===== config.mk =====
export PLATFORM = sky130hd
export DESIGN_NAME = cnn_dma_responder_flat
export DESIGN_NICKNAME = d
export VERILOG_FILES = /design/src/rtl/cnn_dma_pkg.sv /design/src/rtl/cnn_dma_responder_if.sv /design/src/rtl/dma_addr_gen.sv /design/src/rtl/cnn_dma_responder.sv /design/src/flat_wrapper.sv
export SDC_FILE = /design/constraint.sdc
export NUM_CORES = 1
export LEC_CHECK = 0
export CELL_PAD_IN_SITES_DETAIL_PLACEMENT = 0
export CELL_PAD_IN_SITES_GLOBAL_PLACEMENT = 1
export CORE_UTILIZATION = 36
export DETAILED_ROUTE_END_ITERATION = 10
export GPL_TIMING_DRIVEN = 0
export PLACE_DENSITY = 0.87
export RECOVER_POWER = 25
export SETUP_SLACK_MARGIN = 0.15
export SYNTH_ARGS = -nofsm -noshare
export SYNTH_HDL_FRONTEND = slang
export SYNTH_SLANG_ARGS = --single-unit

===== constraint.sdc =====
create_clock -name clk -period 2.3 [get_ports clk]
set_clock_uncertainty 0.1 [all_clocks]
set_input_delay 0.23 -clock clk [delete_from_list [all_inputs] [get_ports clk]]
set_output_delay 0.23 -clock clk [all_outputs]
set_load 0.1 [all_outputs]

===== src/rtl/cnn_dma_pkg.sv =====
// Shared types and constants for the CNN DMA responder.
package cnn_dma_pkg;

  typedef enum logic [1:0] {
    OpReadWin    = 2'd0,
    OpWriteWord  = 2'd1,
    OpLoadFilter = 2'd2,
    OpLoadBias   = 2'd3
  } op_e;

  typedef enum logic [2:0] {
    StIdle,
    StIssue,
    StWr,
    StDrain,
    StDone
  } state_e;

  localparam int unsigned WIN_WORDS  = 25;
  localparam int unsigned BIAS_MAX   = 120;
  localparam int unsigned MEM_RD_LAT = 1;

endpackage


===== src/rtl/cnn_dma_responder_if.sv =====
// Controller/RAM/filter-buffer signal bundle seen by the DMA responder.
interface cnn_dma_responder_if #(
    parameter int unsigned DATA_W = 16,
    parameter int unsigned ADDR_W = 16,
    parameter int unsigned WIN    = 5
) ();
    logic                      start;
    logic [1:0]                op;
    logic [ADDR_W-1:0]         start_address;
    logic [ADDR_W-1:0]         offset;
    logic [7:0]                filter_number;
    logic [DATA_W-1:0]         wr_data;
    logic                      finish;
    logic [WIN*WIN*DATA_W-1:0] window_data;
    logic                      mem_en;
    logic                      mem_we;
    logic [ADDR_W-1:0]         mem_addr;
    logic [DATA_W-1:0]         mem_wdata;
    logic [DATA_W-1:0]         mem_rdata;
    logic                      fb_we;
    logic                      fb_bias_sel;
    logic [6:0]                fb_index;
    logic [DATA_W-1:0]         fb_wdata;

    modport master (
        output start, op, start_address, offset, filter_number, wr_data, mem_rdata,
        input  finish, window_data, mem_en, mem_we, mem_addr, mem_wdata,
        input  fb_we, fb_bias_sel, fb_index, fb_wdata
    );

    modport slave (
        input  start, op, start_address, offset, filter_number, wr_data, mem_rdata,
        output finish, window_data, mem_en, mem_we, mem_addr, mem_wdata,
        output fb_we, fb_bias_sel, fb_index, fb_wdata
    );
endinterface


===== src/rtl/dma_addr_gen.sv =====
// Row/column/linear counters producing base + r*stride + c without a multiplier;
// loads reuse it with stride=WIN so r*WIN+c equals the linear index.
module dma_addr_gen #(
    parameter int unsigned ADDR_W = 16,
    parameter int unsigned WIN    = 5,
    parameter int unsigned IDX_W  = 7
) (
    input  logic              clk,
    input  logic              reset,
    input  logic              load,
    input  logic              step,
    input  logic [ADDR_W-1:0] base,
    input  logic [ADDR_W-1:0] stride,
    input  logic [IDX_W-1:0]  count,
    output logic [ADDR_W-1:0] addr,
    output logic              last_issue,
    output logic [IDX_W-1:0]  cap_idx
);
    localparam int unsigned CW = $clog2(WIN);

    logic [ADDR_W-1:0] row_q, stride_q;
    logic [IDX_W-1:0]  count_q, idx_q, cap_idx_q;
    logic [CW-1:0]     col_q;

    always_ff @(posedge clk or negedge reset) begin
        if (!reset) begin
            row_q     <= '0;
            stride_q  <= '0;
            count_q   <= '0;
            idx_q     <= '0;
            cap_idx_q <= '0;
            col_q     <= '0;
        end else if (load) begin
            row_q    <= base;
            stride_q <= stride;
            count_q  <= count;
            idx_q    <= '0;
            col_q    <= '0;
        end else if (step) begin
            cap_idx_q <= idx_q;
            idx_q     <= idx_q + IDX_W'(1);
            if (col_q == CW'(WIN - 1)) begin
                col_q <= '0;
                row_q <= row_q + stride_q;
            end else begin
                col_q <= col_q + CW'(1);
            end
        end
    end

    assign addr       = row_q + ADDR_W'(col_q);
    assign last_issue = (idx_q == IDX_W'(count_q - IDX_W'(1)));
    assign cap_idx    = cap_idx_q;
endmodule


===== src/rtl/cnn_dma_responder.sv =====
// Memory-side DMA responder: runs one window read, word write, filter load or bias
// load per four-phase start/finish handshake against a 1-cycle-latency word RAM.
module cnn_dma_responder #(
    parameter int unsigned DATA_W   = 16,
    parameter int unsigned ADDR_W   = 16,
    parameter int unsigned WIN      = 5,
    parameter int unsigned BIAS_MAX = 120
) (
    input logic               clk,
    input logic               reset,
    cnn_dma_responder_if.slave bus
);
    import cnn_dma_pkg::*;

    localparam int unsigned IDX_W  = 7;
    localparam int unsigned SLOT_W = $clog2(WIN * WIN);

    state_e                          state_q, state_d;
    op_e                             op_q, op_in;
    logic [ADDR_W-1:0]               wr_addr_q;
    logic [DATA_W-1:0]               wr_data_q;
    logic                            cap_valid_q;
    logic [WIN*WIN-1:0][DATA_W-1:0]  window_q;
    logic                            accept, last_issue;
    logic [ADDR_W-1:0]               base_in, stride_in, gen_addr;
    logic [IDX_W-1:0]                count_in, bias_n, cap_idx;

    assign op_in  = op_e'(bus.op);
    assign accept = (state_q == StIdle) && bus.start;
    assign bias_n = (bus.offset > ADDR_W'(BIAS_MAX)) ? IDX_W'(BIAS_MAX) : bus.offset[IDX_W-1:0];

    always_comb begin
        base_in   = bus.start_address;
        stride_in = ADDR_W'(WIN);
        count_in  = IDX_W'(WIN * WIN);
        unique case (op_in)
            OpReadWin:    stride_in = bus.offset;
            OpLoadFilter: base_in = bus.start_address
                                    + ADDR_W'(bus.filter_number) * ADDR_W'(WIN * WIN);
            OpLoadBias:   count_in = bias_n;
            default:      ;
        endcase
    end

    dma_addr_gen #(
        .ADDR_W (ADDR_W),
        .WIN    (WIN),
        .IDX_W  (IDX_W)
    ) u_addr_gen (
        .clk        (clk),
        .reset      (reset),
        .load       (accept),
        .step       (state_q == StIssue),
        .base       (base_in),
        .stride     (stride_in),
        .count      (count_in),
        .addr       (gen_addr),
        .last_issue (last_issue),
        .cap_idx    (cap_idx)
    );

    always_ff @(posedge clk or negedge reset) begin
        if (!reset) state_q <= StIdle;
        else        state_q <= state_d;
    end

    always_comb begin
        state_d = state_q;
        unique case (state_q)
            StIdle: begin
                if (bus.start) begin
                    if (op_in == OpWriteWord)                    state_d = StWr;
                    else if (op_in == OpLoadBias && bias_n == '0) state_d = StDone;
                    else                                          state_d = StIssue;
                end
            end
            StIssue: if (last_issue) state_d = StDrain;
            StWr:    state_d = StDone;
            StDrain: state_d = StDone;
            StDone:  if (!bus.start) state_d = StIdle;
            default: state_d = StIdle;
        endcase
    end

    always_comb begin
        bus.finish      = 1'b0;
        bus.mem_en      = 1'b0;
        bus.mem_we      = 1'b0;
        bus.mem_addr    = '0;
        bus.mem_wdata   = '0;
        bus.fb_we       = 1'b0;
        bus.fb_bias_sel = 1'b0;
        bus.fb_index    = '0;
        bus.fb_wdata    = '0;
        unique case (state_q)
            StIssue: begin
                bus.mem_en   = 1'b1;
                bus.mem_addr = gen_addr;
            end
            StWr: begin
                bus.mem_en    = 1'b1;
                bus.mem_we    = 1'b1;
                bus.mem_addr  = wr_addr_q;
                bus.mem_wdata = wr_data_q;
            end
            StDone:  bus.finish = 1'b1;
            default: ;
        endcase
        // Capture runs one cycle behind issue, so it overlaps ISSUE and DRAIN.
        if (cap_valid_q && op_q != OpReadWin) begin
            bus.fb_we       = 1'b1;
            bus.fb_bias_sel = (op_q == OpLoadBias);
            bus.fb_index    = cap_idx;
            bus.fb_wdata    = bus.mem_rdata;
        end
    end

    always_ff @(posedge clk or negedge reset) begin
        if (!reset) begin
            op_q        <= OpReadWin;
            wr_addr_q   <= '0;
            wr_data_q   <= '0;
            cap_valid_q <= 1'b0;
            window_q    <= '0;
        end else begin
            cap_valid_q <= (state_q == StIssue);
            if (accept) begin
                op_q      <= op_in;
                wr_addr_q <= bus.start_address;
                wr_data_q <= bus.wr_data;
            end
            if (cap_valid_q && op_q == OpReadWin && cap_idx < IDX_W'(WIN * WIN)) begin
                window_q[cap_idx[SLOT_W-1:0]] <= bus.mem_rdata;
            end
        end
    end

    assign bus.window_data = window_q;
endmodule


===== src/flat_wrapper.sv =====
// flat-port wrapper written by rule: the top's interface ports become plain ports
module cnn_dma_responder_flat import cnn_dma_pkg::*;
#(
    parameter int unsigned DATA_W   = 16,
    parameter int unsigned ADDR_W   = 16,
    parameter int unsigned WIN      = 5,
    parameter int unsigned BIAS_MAX = 120
)
  (clk, reset, bus_start, bus_op, bus_start_address, bus_offset, bus_filter_number, bus_wr_data, bus_mem_rdata, bus_finish, bus_window_data, bus_mem_en, bus_mem_we, bus_mem_addr, bus_mem_wdata, bus_fb_we, bus_fb_bias_sel, bus_fb_index, bus_fb_wdata);
  cnn_dma_responder_if #(.DATA_W(DATA_W), .ADDR_W(ADDR_W), .WIN(WIN)) bus_i ();
  input logic clk;
  input logic reset;
  input wire logic [$bits(bus_i.start)-1:0] bus_start;
  input wire logic [$bits(bus_i.op)-1:0] bus_op;
  input wire logic [$bits(bus_i.start_address)-1:0] bus_start_address;
  input wire logic [$bits(bus_i.offset)-1:0] bus_offset;
  input wire logic [$bits(bus_i.filter_number)-1:0] bus_filter_number;
  input wire logic [$bits(bus_i.wr_data)-1:0] bus_wr_data;
  input wire logic [$bits(bus_i.mem_rdata)-1:0] bus_mem_rdata;
  output wire logic [$bits(bus_i.finish)-1:0] bus_finish;
  output wire logic [$bits(bus_i.window_data)-1:0] bus_window_data;
  output wire logic [$bits(bus_i.mem_en)-1:0] bus_mem_en;
  output wire logic [$bits(bus_i.mem_we)-1:0] bus_mem_we;
  output wire logic [$bits(bus_i.mem_addr)-1:0] bus_mem_addr;
  output wire logic [$bits(bus_i.mem_wdata)-1:0] bus_mem_wdata;
  output wire logic [$bits(bus_i.fb_we)-1:0] bus_fb_we;
  output wire logic [$bits(bus_i.fb_bias_sel)-1:0] bus_fb_bias_sel;
  output wire logic [$bits(bus_i.fb_index)-1:0] bus_fb_index;
  output wire logic [$bits(bus_i.fb_wdata)-1:0] bus_fb_wdata;
  assign bus_i.start = bus_start;
  assign bus_i.op = bus_op;
  assign bus_i.start_address = bus_start_address;
  assign bus_i.offset = bus_offset;
  assign bus_i.filter_number = bus_filter_number;
  assign bus_i.wr_data = bus_wr_data;
  assign bus_i.mem_rdata = bus_mem_rdata;
  assign bus_finish = bus_i.finish;
  assign bus_window_data = bus_i.window_data;
  assign bus_mem_en = bus_i.mem_en;
  assign bus_mem_we = bus_i.mem_we;
  assign bus_mem_addr = bus_i.mem_addr;
  assign bus_mem_wdata = bus_i.mem_wdata;
  assign bus_fb_we = bus_i.fb_we;
  assign bus_fb_bias_sel = bus_i.fb_bias_sel;
  assign bus_fb_index = bus_i.fb_index;
  assign bus_fb_wdata = bus_i.fb_wdata;
  cnn_dma_responder #(.DATA_W(DATA_W), .ADDR_W(ADDR_W), .WIN(WIN), .BIAS_MAX(BIAS_MAX)) u_core (.clk(clk), .reset(reset), .bus(bus_i));
endmodule

## Yosys cells after proc, flatten, opt, wreduce, memory -nomap -nowiden

Cells that the tools add are included.

- Bits in registers: 494
- Output and inout port bits: 460
- Logic and storage cells: 109

- Add/sub/neg operators: 6
- Multiply operators: 1
- Magnitude comparators: 4
- Equality and inequality tests: 13
- Mux-type cells: 30
- Bitwise logic cells: 1
- Reduce and logical (&&, ||, !) cells: 18

Operator list:

| operator | number |
|---|---|
| $bwmux W400 | 1 |
| $mux W16 | 8 |
| $demux W16 S5 | 1 |
| $mux W7 | 5 |
| $pmux W16 S2 | 1 |
| $mux W3 | 8 |
| $add A16 B13 Y16 | 1 |
| $add A16 B16 Y16 | 1 |
| $add A16 B3 Y16 | 1 |
| $gt A16 B7 Y1 const B | 1 |
| $mul A8 B5 Y13 const B | 1 |
| $pmux W3 S4 | 1 |
| $add A7 B1 Y7 const B | 1 |
| $eq A7 B7 Y1 | 1 |
| $logic_not A7 Y1 | 1 |
| $lt A7 B5 Y1 const B | 1 |
| $sub A7 B1 Y7 const B | 1 |
| $eq A2 B2 Y1 const B | 3 |
| $eq A3 B2 Y1 const B | 2 |
| $eq A3 B3 Y1 const B | 2 |
| $logic_and A1 B1 Y1 | 6 |
| $lt A5 B6 Y1 const B | 1 |
| $reduce_bool A2 Y1 | 3 |
| $ge A5 B1 Y1 const B | 1 |
| other kinds (12) | 20 |

## Longest topological paths before layout

Gate-level depths: netlist of the first run.

- Word-level depth: 8
- Gate-level depth with buffers: 13
- Mapped depth without buffers: 13

## Modules after synthesis

Synthesis of the first run repeated with hierarchy kept, for this count alone.

- Cells, all modules: 1,644
- Area, all modules: 22,442.8 um2

Modules (own cells, without submodules):

| module | instances | cells each | area each (um2) |
|---|---|---|---|
| cnn_dma_responder | 1 | 1,281 | 18,893.1 |
| dma_addr_gen | 1 | 363 | 3,549.7 |

## Worst setup path after synthesis of the first run

Ideal clock, no wire load.

- Path type: flip-flop to output port
- Start point: reg u_core.u_addr_gen.col_q[1]
- End point: out bus_mem_addr[13]
- Arrival: 3,908 ps
- Data required time: 1,970 ps
- Setup slack: -1,938 ps
- Cell stages (with the launch flop): 9
- Buffers on the path: 0
- Path through: dfrtp_1 ha_1 a21o_1 a21oi_1 or3b_2 nor2_1 nand4_1 xor2_1 o21ai_0

- Word-level cells in the longest chain between the ends: 2

Ends and longest elaborated chain:

| element | RTL line | RTL |
|---|---|---|
| start: declaration | dma_addr_gen.sv:23 | `logic [CW-1:0] col_q;` |
| start signal: assignment | dma_addr_gen.sv:46 | `col_q <= col_q + CW'(1);` |
| $add A16 B3 Y16 | dma_addr_gen.sv:51 | `assign addr = row_q + ADDR_W'(col_q);` |
| $pmux W16 S2 | cnn_dma_responder.sv:95 | `unique case (state_q)` |
| end: declaration | flat_wrapper.sv:24 | `output wire logic [$bits(bus_i.mem_addr)-1:0] bus_mem_addr;` |

Every way passes these cells.

## Worst setup path in the final report of the first run

- Start point: reg u_core.u_addr_gen.row_q[1]
- End point: out bus_mem_addr[13]

- Word-level cells in the longest chain between the ends: 2

Ends and longest elaborated chain:

| element | RTL line | RTL |
|---|---|---|
| start: declaration | dma_addr_gen.sv:21 | `logic [ADDR_W-1:0] row_q, stride_q;` |
| start signal: assignment | dma_addr_gen.sv:34 | `row_q <= base;` |
| start signal: assignment | dma_addr_gen.sv:44 | `row_q <= row_q + stride_q;` |
| $add A16 B3 Y16 | dma_addr_gen.sv:51 |  |
| $pmux W16 S2 | cnn_dma_responder.sv:95 |  |

Every way passes these cells.

==> qor.csv, run 1 <==
stage;metric;value;unit
status;status;finished, violations left;
status;violated checks;setup timing;
global_routing;GR Overflow Total;0;
synthesis;synthesized instance count;1727;
synthesis;post-synth top area share;0.546;
placed_design;DP HPWL;56000;um
synthesis;mapped cell area;22600;sq um
critical_path;critical path launch point type;register;
cts;Sinks on Clock Net;494;
timing;Slew @ Worst Pin;1.47;ns
synthesis;top post-synthesis cells by area;dfrtp_1 55%, mux2_2 14%, mux2_4 8.0%, nand2_1 3.7%, ha_1 3.3%;
cts;H-tree Lvls;2;
synthesis;syn nets;1878;
detailed_routing;drt total wl;84400;um
critical_path;crit path max fanout;3;
critical_path;Arr. time, crit path;2.76;ns
timing;RSZ-0062 raised after global routing;yes;
die;die width;253;um
synthesis;synthesized flop and latch total;494;
die;starting density of the core;0.365;
cts;root buf cell;clkbuf_16;
placed_design;I/O Buffers;535;
synthesis;top cells by count, synth;494 x dfrtp_1, 274 x mux2_2, 222 x nand2_1;
worst_hold_path;HP Class;primary input to register;
synthesis;Ys Warns;0;
final_layout;area grow syn2layout;59.6;%
synthesis;synthesized area per cell;13.1;sq um
critical_path;crit path capture type;output port;
timing;Setup Viol. Count Final;699;
placed_design;dpl cells;3103;
die;Die H;253;um
timing;Tcrit/Tclk final;1.34;
cts;clock transition at the registers of the reported paths;0.06;ns
synthesis;cell taking the most area after synthesis;dfrtp_1;
cts;number of buffers created by CTS;54;
die;IO Pins;537;
detailed_routing;Pre-Repair DR Iteration Count;5;
timing;FMAX;323;MHz
detailed_routing;First DRT Iteration DRCs;1045;
synthesis;post-synthesis sequential area ratio;0.546;
timing;Hold Fails Final Rpt;0;
global_routing;first-pass GRT wire length;118000;um
synthesis;Post-synth EDFFs;0;
synthesis;Synth async-reset ratio;1.00;
synthesis;count leader, synth;dfrtp_1;
detailed_routing;Routed Antenna Nets;0;
timing;crit path time final;3.09;ns
final_layout;n_diodes;0;
global_routing;vias in the first global route;17600;
die;die footprint;63900;sq um
cts;CTS tree;done;
detailed_routing;routed via count;17300;
synthesis;Most used DFF post-synth;dfrtp_1;
flow_run;Max-Cap Viols;0;
cts;clk buf depth;3;
critical_path;Worst Path Required;1.97;ns
final_layout;Net count, final;2634;
critical_path;critical path class;register to output port;
cts;Skew-Pair Late Insertion Delay;0.62;ns
die;Row Count;91;
timing;final setup margin;-0.793;ns
detailed_routing;DRC viols;0;
detailed_routing;Routed WL per cell;25.1;um
die;CORE AREA;61900;sq um
final_layout;ratio of cells with drive above 1 in the final layout;0.540;
timing;max_slew headroom;0.0224;
global_routing;gr usage total;0.248;
synthesis;Yosys cell types;72;
global_routing;largest net degree at the start of global routing;127;
placed_design;Final GP Congestion;0.875;
global_routing;initial antenna violation count;0;
timing;Max Slew Vio Count;0;
detailed_routing;Via-to-Cell Ratio;5.14;
final_layout;Non-Filler Instances;3363;
layout make-up:
cell class,count,area [sq um]
plain buffers,96,1010
repair buffers,700,8550
clock inverters,24,248
multi-input cells,1097,11200
fillers,4628,25800
well taps,837,1050
inverters,40,154
flip-flops and latches,494,12400
clock buffers,75,1520
what timing repair did:
action,4_1_cts,5_1_grt
hold buffers,11,0
gates resized for setup,2011,336
endpoints found under the setup margin,919,547
pin swaps,49,56
hold endpoints to repair,256,0
gates cloned,19,6
buffers inserted,85,40
critical path, cell delays in order, from the launching register on:
cell     delay [ns]
dfrtp_2        0.43
ha_4           0.27
a21o_1         0.13
a21oi_2        0.08
or3b_4         0.42
nor2_4         0.16
nand4_1        0.12
xor2_1         0.18
o21ai_2        0.19
buf_12         0.20
state kept, by name (all words and copies together) (netlist names):
signal / count
u_core.u_addr_gen.col_q: 3
u_core.u_addr_gen.cap_idx: 7
u_core.bus.window_data: 400
u_core.cap_valid_q: 1
u_core.u_addr_gen.row_q: 16
u_core.wr_addr_q: 16
u_core.state_q: 3
u_core.u_addr_gen.idx_q: 7
u_core.u_addr_gen.stride_q: 16
u_core.wr_data_q: 16
u_core.op_q: 2
u_core.u_addr_gen.count_q: 7
path summary, 6_finish.rpt:
| check | start | endpoint | slack, ns | cells past startpoint |
|---|---|---|---|---|
| hold reg to reg | u_core.wr_data_q[5] | u_core.wr_data_q[5] | 0.38 | 2 |
| setup reg to reg | u_core.u_addr_gen.row_q[0] | u_core.u_addr_gen.row_q[14] | -0.29 | 11 |
| max in group asynchronous | reset | u_core.bus.window_data[296] | -0.32 | 4 |
| min in group asynchronous | reset | u_core.wr_data_q[3] | 0.39 | 2 |
| hold / removal | bus_start_address[6] | u_core.u_addr_gen.row_q[6] | 0.03 | 5 |
| setup / recovery | u_core.u_addr_gen.row_q[1] | bus_mem_addr[13] | -0.79 | 9 |
cell usage in the layout (no fill, tap or decap), drive strengths merged, types with 41 or more instances in the layout:
cell,netlist,routed
buf,35,265
clkbuf,61,158
clkdlybuf4s15,0,374
clkdlybuf4s50,0,53
dfrtp,494,494
ha,60,60
inv,39,41
mux2,400,400
nand2,236,236
nor2,52,52
o21ai,50,50
per-layer routing:
metal	GRT usage	up-vias	share of wire
met5	0	-	0
met4	0.125	0	0.056
met3	0.0605	206	0.069
met2	0.430	685	0.50
met1	0.285	8904	0.37
li1	-	7504	-
stage by stage:
stage	hold WS [ns]	utilization	instance area, sq um	TNS, ns	setup slack (ns)
finish	0.0259	0.583	36100	-103.92	-0.793
global route	0.0323	0.583	36100	-263.41	-0.895
CTS	0.0000270	0.560	34700	-52.00	-0.820
detailed placement	0.0861	0.479	29600	-140.94	-1.66
global placement	0.352	0.477	29500	-	-20.38
floorplan	-0.166	-	23100	-6.68	-0.716
cells by family after synthesis:
group / synth area share
adder cells (fa/ha/maj): 0.0456
AND/OR/NAND/NOR: 0.0990
XOR/XNOR: 0.0190
AO/OA/AOI/OAI: 0.0392
multiplexers: 0.220
flip-flops: 0.546
buffers and inverters: 0.0311
Power of run 1 is left out: the tool's default activity adds up to more than one toggle a clock period on the data nets, which glitch-free logic cannot reach.
==> inputs of run 2 (changes only) <==
CORE_MARGIN = 2   (was not set)
==> qor.csv, run 2 (synthesized netlist as in run 1, its figures left out) <==
stage;metric;value;unit
timing;crit path time final;3.07;ns
final_layout;Net count, final;2622;
status;status;finished, violations left;
die;Row Count;91;
critical_path;crit path capture type;output port;
detailed_routing;Pre-Repair DR Iteration Count;5;
critical_path;cells along the critical path;buf_4, buf_4, fa_2, a21o_1, nand2_2, or3_4, nor2_4, xnor2_2, o21ai_4, buf_12;
cts;clock transition at the registers of the reported paths;0.06;ns
cts;Sinks on Clock Net;494;
timing;max_slew headroom;0.175;
die;IO Pins;537;
final_layout;most common cell after layout, fill and taps aside;dfrtp_1;
global_routing;gr usage total;0.231;
placed_design;Final GP Congestion;0.869;
die;starting density of the core;0.365;
placed_design;I/O Buffers;535;
detailed_routing;DRC viols;0;
final_layout;Largest register FFs;400;
detailed_routing;Via-to-Cell Ratio;5.23;
cts;number of buffers created by CTS;52;
critical_path;critical path class;register to output port;
timing;FMAX;326;MHz
critical_path;most used cell, CP;buf_4;
die;die footprint;64900;sq um
detailed_routing;routed via count;17500;
critical_path;max incr delay on CP;0.41;ns
cts;clk buf depth;3;
timing;Max Slew Vio Count;0;
timing;final setup margin;-0.770;ns
die;die width;255;um
critical_path;Arr. time, crit path;2.74;ns
placed_design;DP HPWL;56900;um
global_routing;initial antenna violation count;3;
die;CORE AREA;61900;sq um
critical_path;CP max-delay cell;dfrtp_1;
final_layout;area grow syn2layout;60.0;%
flow_run;Max-Cap Viols;0;
timing;Tcrit/Tclk final;1.33;
final_layout;Layout Utilization;0.585;
critical_path;critical path launch point type;register;
cts;CTS tree;done;
timing;RSZ-0062 raised after global routing;yes;
die;Die H;255;um
final_layout;Filler Cells Inserted;4582;
cts;Skew-Pair Late Insertion Delay;0.60;ns
cts;root buf cell;clkbuf_16;
detailed_routing;drt total wl;86500;um
global_routing;GR Overflow Total;0;
global_routing;vias in the first global route;17100;
detailed_routing;Routed Antenna Nets;0;
cts;H-tree Lvls;2;
critical_path;crit path max fanout;4;
final_layout;Non-Filler Instances;3351;
global_routing;first-pass GRT wire length;112000;um
final_layout;most frequent cells in the layout;486 x dfrtp_1, 341 x dlymetal6s2s_1, 281 x mux2_4, 214 x nand2_1, 119 x mux2_2;
global_routing;largest net degree at the start of global routing;120;
status;violated checks;setup timing;
critical_path;Worst Path Required;1.97;ns
placed_design;dpl cells;3103;
timing;Slew @ Worst Pin;1.24;ns
timing;Setup Viol. Count Final;639;
detailed_routing;Routed WL per cell;25.8;um
worst_hold_path;HP Class;primary input to register;
timing;Hold Fails Final Rpt;0;
detailed_routing;First DRT Iteration DRCs;1023;
final_layout;ratio of cells with drive above 1 in the final layout;0.414;
[run 2: changes by cell type in the layout (fill, tap and decap cells not counted), sizes merged]
cell           before  now
bufinv              2    3
clkinv             19   11
clkinvlp            2    3
dlymetal6s2s        1  341
clkdlybuf4s50      53   46
clkdlybuf4s15     374    4
buf               265  236
clkbuf            158  211
dlygate4sd2         9   16
diode               0    2
inv                41   40
dlygate4sd3        11   10
[run 2: layer usage]
layer	vias to the layer above	share of wire	track usage
li1	7478	-	-
met1	9029	0.38	0.273
met2	798	0.50	0.398
met3	217	0.074	0.0581
met4	2	0.050	0.101
met5	-	0.00014	0
[run 2: cell type report]
class / instances / area [sq um] / share of cell area
clock buffers: 78 / 1530 / 0.0422
well taps: 837 / 1050 / 0.0289
plain buffers: 95 / 1010 / 0.0278
inverters: 40 / 151 / 0.00418
clock inverters: 17 / 216 / 0.00598
diodes: 2 / 5.00 / 0.000138
multi-input cells: 1097 / 11400 / 0.314
repair buffers: 691 / 8530 / 0.235
flip-flops and latches: 494 / 12400 / 0.342
[run 2: critical path, delay by kind of cell (launching register included)]
kind            cells  cell delay, ns
fa+ha+maj           1            0.33
buf+inv             3            0.47
simple gates        3            0.38
flops               1            0.41
compound gates      2            0.40
xor+xnor            1            0.15
[run 2: worst paths after layout]
kind	start	to	slack [ns]	depth (start not counted)
setup / recovery	u_core.u_addr_gen.row_q[1]	bus_mem_addr[12]	-0.77	10
hold / removal	bus_start_address[5]	u_core.u_addr_gen.row_q[5]	0.04	6
setup reg to reg	u_core.op_q[1]	u_core.bus.window_data[177]	-0.34	11
hold reg to reg	u_core.wr_data_q[11]	u_core.wr_data_q[11]	0.38	2
max in group asynchronous	reset	u_core.bus.window_data[161]	-0.24	4
min in group asynchronous	reset	u_core.wr_data_q[6]	0.32	2
[run 2: per-stage QoR]
stage               TNS (ns)  area, sq um  hold WS, ns  setup WS (ns)
finish               -118.91        36200       0.0393         -0.770
global route         -251.35        36200       0.0392         -0.854
CTS                  -156.06        33100      0.00406         -0.791
detailed placement   -149.40        29600       0.0636          -1.66
global placement           -        29500        0.352         -20.47
floorplan              -6.68        23100       -0.166         -0.716
[run 2: repair_timing]
action / 4_1_cts / 5_1_grt
hold buffers: 10 / 0
setup buffers: 38 / 82
pin swaps: 46 / 66
endpoints found under the setup margin: 910 / 938
hold endpoints to repair: 266 / 0
gates cloned: 2 / 20
gates resized for setup: 821 / 802
Power of run 2 is left out for the same reason.
